===== src/rtl/scenario_sequencer_if.sv =====
// Load handshake bundle between the scenario sequencer and the physics engine.
// One beat carries one sprite's location and velocity vectors.
`timescale 1ns/1ps
interface scenario_sequencer_if #(
  parameter int SPRITES    = 4,
  parameter int DIMENSIONS = 2,
  parameter int WIDTH      = 32
);
  localparam int IW = (SPRITES > 1) ? $clog2(SPRITES) : 1;
  localparam int DW = DIMENSIONS * WIDTH;

  logic          ld_valid;
  logic          ld_ready;
  logic [IW-1:0] ld_idx;
  logic [DW-1:0] ld_loc;
  logic [DW-1:0] ld_vel;

  modport master (
    output ld_valid, ld_idx, ld_loc, ld_vel,
    input  ld_ready
  );

  modport slave (
    input  ld_valid, ld_idx, ld_loc, ld_vel,
    output ld_ready
  );
endinterface


===== src/rtl/scenario_sequencer.sv =====
// Debounces scenario switches, selects initial conditions and streams them.
// Define SCENARIO_AUTO_RESTART_EN to reload automatically on switch change in RUN.
`timescale 1ns/1ps
module scenario_sequencer #(
  parameter int SPRITES       = 4,
  parameter int DIMENSIONS    = 2,
  parameter int WIDTH         = 32,
  parameter int STABLE_CYCLES = 1024,
  parameter int SETTLE_CYCLES = 4
) (
  input  logic                                clock_162,
  input  logic                                rst,
  input  logic [15:0]                         sw,
  input  logic                                start,
  output logic [15:0]                         sel_out,
  input  logic [SPRITES*DIMENSIONS*WIDTH-1:0] loc_in,
  input  logic [SPRITES*DIMENSIONS*WIDTH-1:0] vel_in,
  scenario_sequencer_if.master                ld,
  output logic                                eng_en,
  output logic                                busy
);
  localparam int IW = (SPRITES > 1) ? $clog2(SPRITES) : 1;
  localparam int DW = DIMENSIONS * WIDTH;

  typedef enum logic [1:0] {IDLE, SETTLE, LOAD, RUN} state_t;

  state_t        state;
  logic [15:0]   sw_q;
  logic [15:0]   sw_stable;
  logic [15:0]   stable_cnt;
  logic          pending;
  logic          start_q;
  logic [7:0]    settle_cnt;
  logic          valid_q;
  logic [IW-1:0] idx_q;
  logic [DW-1:0] loc_q;
  logic [DW-1:0] vel_q;

  logic [DW-1:0] loc_arr [SPRITES];
  logic [DW-1:0] vel_arr [SPRITES];
  logic [IW-1:0] idx_nxt;
  logic          start_rise;
  logic          accept;
  logic          run_go;
  logic          enter;
  logic          beat;
  logic          last;

  assign start_rise = start & ~start_q;
  assign accept     = (stable_cnt == 16'(STABLE_CYCLES - 1)) &&
                      (sw_q != sw_stable);
  assign idx_nxt    = idx_q + IW'(1);
  assign last       = (idx_q == IW'(SPRITES - 1));
  assign beat       = valid_q & ld.ld_ready;

`ifdef SCENARIO_AUTO_RESTART_EN
  assign run_go = start_rise | pending;
`else
  assign run_go = start_rise;
`endif

  assign enter = ((state == IDLE) & (start_rise | pending)) |
                 ((state == RUN) & run_go);

  assign ld.ld_valid = valid_q;
  assign ld.ld_idx   = idx_q;
  assign ld.ld_loc   = loc_q;
  assign ld.ld_vel   = vel_q;

  // Split the flat selector buses into per-sprite vectors.
  always_comb begin
    for (int i = 0; i < SPRITES; i++) begin
      loc_arr[i] = loc_in[i*DW +: DW];
      vel_arr[i] = vel_in[i*DW +: DW];
    end
  end

  // Switch debounce: count consecutive cycles the raw switches match sw_q.
  always_ff @(posedge clock_162 or posedge rst) begin
    if (rst) begin
      sw_q       <= '0;
      stable_cnt <= '0;
    end else begin
      sw_q <= sw;
      if (sw != sw_q)
        stable_cnt <= '0;
      else if (stable_cnt != 16'hffff)
        stable_cnt <= stable_cnt + 16'd1;
    end
  end

  // Sequencer FSM; a new accepted code wins over a clear on SETTLE entry.
  always_ff @(posedge clock_162 or posedge rst) begin
    if (rst) begin
      state      <= IDLE;
      sel_out    <= '0;
      sw_stable  <= '0;
      pending    <= 1'b0;
      start_q    <= 1'b0;
      settle_cnt <= '0;
      valid_q    <= 1'b0;
      idx_q      <= '0;
      loc_q      <= '0;
      vel_q      <= '0;
      eng_en     <= 1'b0;
      busy       <= 1'b0;
    end else begin
      start_q <= start;
      if (accept)
        sw_stable <= sw_q;
      unique case (state)
        IDLE, RUN: begin
          if (enter) begin
            state      <= SETTLE;
            sel_out    <= sw_stable;
            pending    <= 1'b0;
            settle_cnt <= '0;
            idx_q      <= '0;
            eng_en     <= 1'b0;
            busy       <= 1'b1;
          end
        end
        SETTLE: begin
          if (settle_cnt == 8'(SETTLE_CYCLES - 1)) begin
            state   <= LOAD;
            valid_q <= 1'b1;
            loc_q   <= loc_arr[0];
            vel_q   <= vel_arr[0];
          end else begin
            settle_cnt <= settle_cnt + 8'd1;
          end
        end
        LOAD: begin
          if (beat) begin
            if (last) begin
              state   <= RUN;
              valid_q <= 1'b0;
              idx_q   <= '0;
              busy    <= 1'b0;
              eng_en  <= 1'b1;
            end else begin
              idx_q <= idx_nxt;
              loc_q <= loc_arr[idx_nxt];
              vel_q <= vel_arr[idx_nxt];
            end
          end
        end
      endcase
      if (accept)
        pending <= 1'b1;
    end
  end
endmodule


===== src/flat_wrapper.sv =====
// flat-port wrapper written by rule: the top's interface ports become plain ports
module scenario_sequencer_flat 
#(
  parameter int SPRITES       = 4,
  parameter int DIMENSIONS    = 2,
  parameter int WIDTH         = 32,
  parameter int STABLE_CYCLES = 1024,
  parameter int SETTLE_CYCLES = 4
)
  (clock_162, rst, sw, start, sel_out, loc_in, vel_in, eng_en, busy, ld_ld_valid, ld_ld_idx, ld_ld_loc, ld_ld_vel, ld_ld_ready);
  scenario_sequencer_if #(.SPRITES(SPRITES), .DIMENSIONS(DIMENSIONS), .WIDTH(WIDTH)) ld_i ();
  input  logic clock_162;
  input  logic rst;
  input  logic [15:0] sw;
  input  logic start;
  output logic [15:0] sel_out;
  input  logic [SPRITES*DIMENSIONS*WIDTH-1:0] loc_in;
  input  logic [SPRITES*DIMENSIONS*WIDTH-1:0] vel_in;
  output logic eng_en;
  output logic busy;
  output wire logic [$bits(ld_i.ld_valid)-1:0] ld_ld_valid;
  output wire logic [$bits(ld_i.ld_idx)-1:0] ld_ld_idx;
  output wire logic [$bits(ld_i.ld_loc)-1:0] ld_ld_loc;
  output wire logic [$bits(ld_i.ld_vel)-1:0] ld_ld_vel;
  input wire logic [$bits(ld_i.ld_ready)-1:0] ld_ld_ready;
  assign ld_ld_valid = ld_i.ld_valid;
  assign ld_ld_idx = ld_i.ld_idx;
  assign ld_ld_loc = ld_i.ld_loc;
  assign ld_ld_vel = ld_i.ld_vel;
  assign ld_i.ld_ready = ld_ld_ready;
  scenario_sequencer #(.SPRITES(SPRITES), .DIMENSIONS(DIMENSIONS), .WIDTH(WIDTH), .STABLE_CYCLES(STABLE_CYCLES), .SETTLE_CYCLES(SETTLE_CYCLES)) u_core (.clock_162(clock_162), .rst(rst), .sw(sw), .start(start), .sel_out(sel_out), .loc_in(loc_in), .vel_in(vel_in), .ld(ld_i), .eng_en(eng_en), .busy(busy));
endmodule

===== config.mk =====
export PLATFORM = sky130hd
export DESIGN_NAME = scenario_sequencer_flat
export DESIGN_NICKNAME = d
export VERILOG_FILES = /design/src/rtl/scenario_sequencer_if.sv /design/src/rtl/scenario_sequencer.sv /design/src/flat_wrapper.sv
export SDC_FILE = /design/constraint.sdc
export NUM_CORES = 1
export LEC_CHECK = 0
export ABC_AREA = 1
export CAP_MARGIN = 5
export CELL_PAD_IN_SITES_DETAIL_PLACEMENT = 1
export CELL_PAD_IN_SITES_GLOBAL_PLACEMENT = 1
export CORE_AREA = 2 2 264 266
export CTS_BUF_LIST = sky130_fd_sc_hd__clkbuf_8 sky130_fd_sc_hd__clkbuf_16
export DETAILED_ROUTE_END_ITERATION = 8
export DIE_AREA = 0 0 266 268
export HOLD_SLACK_MARGIN = 0.06
export PLACE_DENSITY_LB_ADDON = 0.08
export SYNTH_ARGS = -nofsm -noshare
export SYNTH_HDL_FRONTEND = slang
export SYNTH_SLANG_ARGS = --single-unit
export TNS_END_PERCENT = 30

===== constraint.sdc =====
create_clock -name clock_162 -period 8.25 [get_ports clock_162]
set_input_delay 0.825 -clock clock_162 [delete_from_list [all_inputs] [get_ports clock_162]]
set_output_delay 0.825 -clock clock_162 [all_outputs]
set_load 0.01 [all_outputs]

==> run summary <==
Synth
- ys flop type: sky130_fd_sc_hd__dfrtp_1
- count of flip-flops with a built-in enable after synthesis: 0
- Synth Instances: 1,841
- synthesized area per cell: 6.96 sq um
- area leader, netlist: sky130_fd_sc_hd__dfrtp_1
- register bit total from synthesis: 209
- async set or reset register ratio after synthesis: 100%
- number of warnings issued by yosys: 0
- sequential area share after synthesis: 40.8%
- area share of the largest cell type after synthesis: 40.8%
- area of the mapped netlist: 12,800 sq um
- library cell with the highest instance count after synthesis: sky130_fd_sc_hd__nand2_1
- Post-synth top cells: sky130_fd_sc_hd__nand2_1 (597), sky130_fd_sc_hd__dfrtp_1 (209), sky130_fd_sc_hd__nor2_1 (183)
- post-synthesis net count: 2,381
- dominant cells by area after synthesis: sky130_fd_sc_hd__dfrtp_1 (41%), sky130_fd_sc_hd__nand2_1 (17%), sky130_fd_sc_hd__a21o_1 (7.4%), sky130_fd_sc_hd__o21ai_0 (5.7%), sky130_fd_sc_hd__nor2_1 (5.4%)
- distinct cell type count of the synthesized netlist: 36

Drt
- number of design-rule violations left by the first detailed-router iteration: 708
- final routed wirelength across all metal layers: 76,500 microns
- Remaining DRCs: 0
- average vias per placed instance: 4.45
- post-detailed-route count of antenna-violating nets: 0
- routed via count: 15.0k
- DR pass1 iterations: 4
- routed length per instance: 22.7 microns

Clock tree
- cts-stage hold buffer count: 0
- clock latency of the later-clocked register in the worst-skew pair: 0.54 ns
- clock tree from TritonCTS: built
- cell at the root of the clock tree: sky130_fd_sc_hd__clkbuf_16
- total CTS buffers: 34
- maximum number of buffers from clock root to sink: 3
- number of setup buffers added after CTS: 0
- H-tree depth reported by CTS: 2
- sink count of the clock tree: 209
- clk slew on worst S/H paths: 0.05 ns
- Post-CTS Resized: 0

Critical path
- cells along the critical path: ha_4 > nand2_4 > nand2_4 > buf_4 > o21ai_0 > a21o_1 > o21ai_0
- slowest cell on the critical path: sky130_fd_sc_hd__nand2_4
- buffers and inverters on the worst path: 1
- crit path capture type: flop
- Worst Setup Start Kind: flop
- Arrival @ worst endpoint: 5.02 ns
- Setup CP Type: flop to flop
- required time at the worst-slack endpoint: 8.69 ns
- top fanout value on the critical path: 85
- CP delay by family, top: simple AND/OR/NAND/NOR gates
- biggest cell delay along the critical path: 1.03 ns

Floorplan
- Core Region: 68,200 sq um
- die extent in x: 266 microns
- IO Pins: 681
- starting density of the core: 18.8%
- count of standard-cell rows: 96
- die area: 71,300 sq um
- Chip Height: 268 microns

GRT
- number of antenna violations at the first check in global routing: 44
- global-route wire length before repair: 110,000 microns
- overall track demand over capacity in global routing: 20.8%
- vias in the first global route: 15.7k
- overflow left after global routing: 0
- pin count of the biggest net entering global routing: 183

Placed design
- routability-driven placement congestion ratio: 0.845
- detailed placement HPWL: 56,000 microns
- Post-Place Setup Slack: 3.37 ns
- IO buf count: 680
- total placed instance area: 20,300 sq um

Power and ir drop
- leak pwr: 9.90 nW
- Max VDD drop: 0.000420 V
- pwr/cell area: 339 nW/um^2
- total power draw: 7.26 mW

Job
- # Max-Cap Violations: 0

Timing
- RSZ-0062 raised after global routing: false
- share of the clock period used by the worst path after layout: 55.6%
- Max Slew Vio Count: 0
- final worst setup slack: 3.67 ns
- number of failing hold endpoints at the final stage: 0
- Post-Route Skew: 0.0207 ns
- Relative slew margins: 18.4%
- Post-Route Setup TNS: 0 ns
- minimum clock period: 4.58 ns
- final count of negative-setup-slack endpoints: 0
- maximum frequency from static timing analysis: 218 MHz
- Least-Margin Pin Slew: 1.22 ns

Cells and area
- post-route cell area: 21,400 sq um
- # fillers: 8,139
- fraction of layout cells with a size suffix above 1: 3.41%
- area added between synthesis and finish: 67.4%
- Nets: 2,985

Min path
- Tightest Hold Check Type: flop to flop

Status
- status: finished clean

flip-flops by register name (all words and copies together), names as in the netlist:
name,cells
u_core.ld.ld_vel,64
u_core.stable_cnt,16
u_core.busy,1
u_core.settle_cnt,8
u_core.ld.ld_loc,64
u_core.ld.ld_valid,1
u_core.state,2
u_core.ld.ld_idx,2
u_core.start_q,1
u_core.eng_en,1
u_core.sel_out,16
u_core.pending,1
u_core.sw_q,16
u_core.sw_stable,16
cell type report:
| type | count | area, sq um | share of cell area (%) |
|---|---|---|---|
| Sequential cell | 209 | 5230 | 24.4 |
| Clock buffer | 43 | 986 | 4.60 |
| Inverter | 83 | 324 | 1.51 |
| Tap cell | 882 | 1100 | 5.15 |
| Antenna cell | 25 | 62.6 | 0.292 |
| Multi-Input combinational cell | 1426 | 6740 | 31.4 |
| Timing Repair Buffer | 691 | 6910 | 32.2 |
| Clock inverter | 14 | 78.8 | 0.368 |
worst reg2reg max path, delay by kind of cell (launching register included):
kind | cells | cell delay [ns]
AND/OR/NAND/NOR | 2 | 1.69
buffers and inverters | 1 | 0.63
flip-flops | 1 | 0.74
AO/OA/AOI/OAI | 3 | 0.53
adder cells (fa/ha/maj) | 1 | 0.89
layout by cell type (no fill, tap or decap), drive strengths merged, types with 5 or more instances in the layout:
| master | count |
|---|---|
| clkdlybuf4s50 | 680 |
| a21oi | 130 |
| dfrtp | 209 |
| o21ai | 283 |
| diode | 25 |
| inv | 94 |
| nand2 | 601 |
| buf | 11 |
| o21a | 14 |
| xor2 | 5 |
| clkbuf | 43 |
| or2 | 5 |
| nand3 | 40 |
| a21o | 127 |
| nor3 | 6 |
| ha | 8 |
| nand4 | 12 |
| nor2 | 185 |
per-stage QoR:
step / util (%) / hold slack, ns / cells
6_report: 31.4 / 0.485 / 3373
5_1_grt: 31.4 / 0.510 / 3363
4_1_cts: 31.3 / 0.490 / 3348
3_5_place_dp: 29.8 / 0.476 / 3291
3_3_place_gp: 29.8 / 0.473 / 3291
2_1_floorplan: - / 0.463 / 1841
cells by family after synthesis:
kind of cell / Yosys count / share of synthesized area (%)
flip-flops: 209 / 40.8
adder cells (fa/ha/maj): 8 / 0.781
AO/OA/AOI/OAI: 557 / 24.6
XOR/XNOR: 8 / 0.547
buffers and inverters: 206 / 6.86
AND/OR/NAND/NOR: 853 / 26.4
power breakdown:
part           leakage [nW]  switching, mW  internal [mW]  total [mW]
combinational          6.73           2.46           1.71        4.16
clock                 0.565          0.564          0.837        1.40
sequential             2.60          0.257           1.44        1.70
total                  9.90           3.28           3.98        7.26
path summary, 6_finish.rpt:
kind	depth (start not counted)	from	slack (ns)	to
worst max-delay path	7	u_core.ld.ld_idx[0]$_DFFE_PP0P_	3.67	u_core.ld.ld_vel[51]$_DFFE_PP0P_
max in group asynchronous	3	rst	6.21	u_core.sw_q[9]$_DFF_PP0_
min in group asynchronous	2	rst	0.78	u_core.ld.ld_vel[24]$_DFFE_PP0P_
worst min register to register	2	u_core.ld.ld_vel[3]$_DFFE_PP0P_	0.49	u_core.ld.ld_vel[3]$_DFFE_PP0P_
worst max register to register	7	u_core.ld.ld_idx[0]$_DFFE_PP0P_	3.67	u_core.ld.ld_vel[51]$_DFFE_PP0P_
worst min-delay path	2	u_core.ld.ld_vel[3]$_DFFE_PP0P_	0.49	u_core.ld.ld_vel[3]$_DFFE_PP0P_
routing by layer:
layer	global-route usage (%)	part of all wire, %	vias to the layer above
met5	0	0.25	-
met4	7.70	3.0	28
met3	7.37	8.3	114
met2	35.1	49	438
met1	24.1	40	7150
li1	-	-	7269
(Power assumes the default switching activity.)
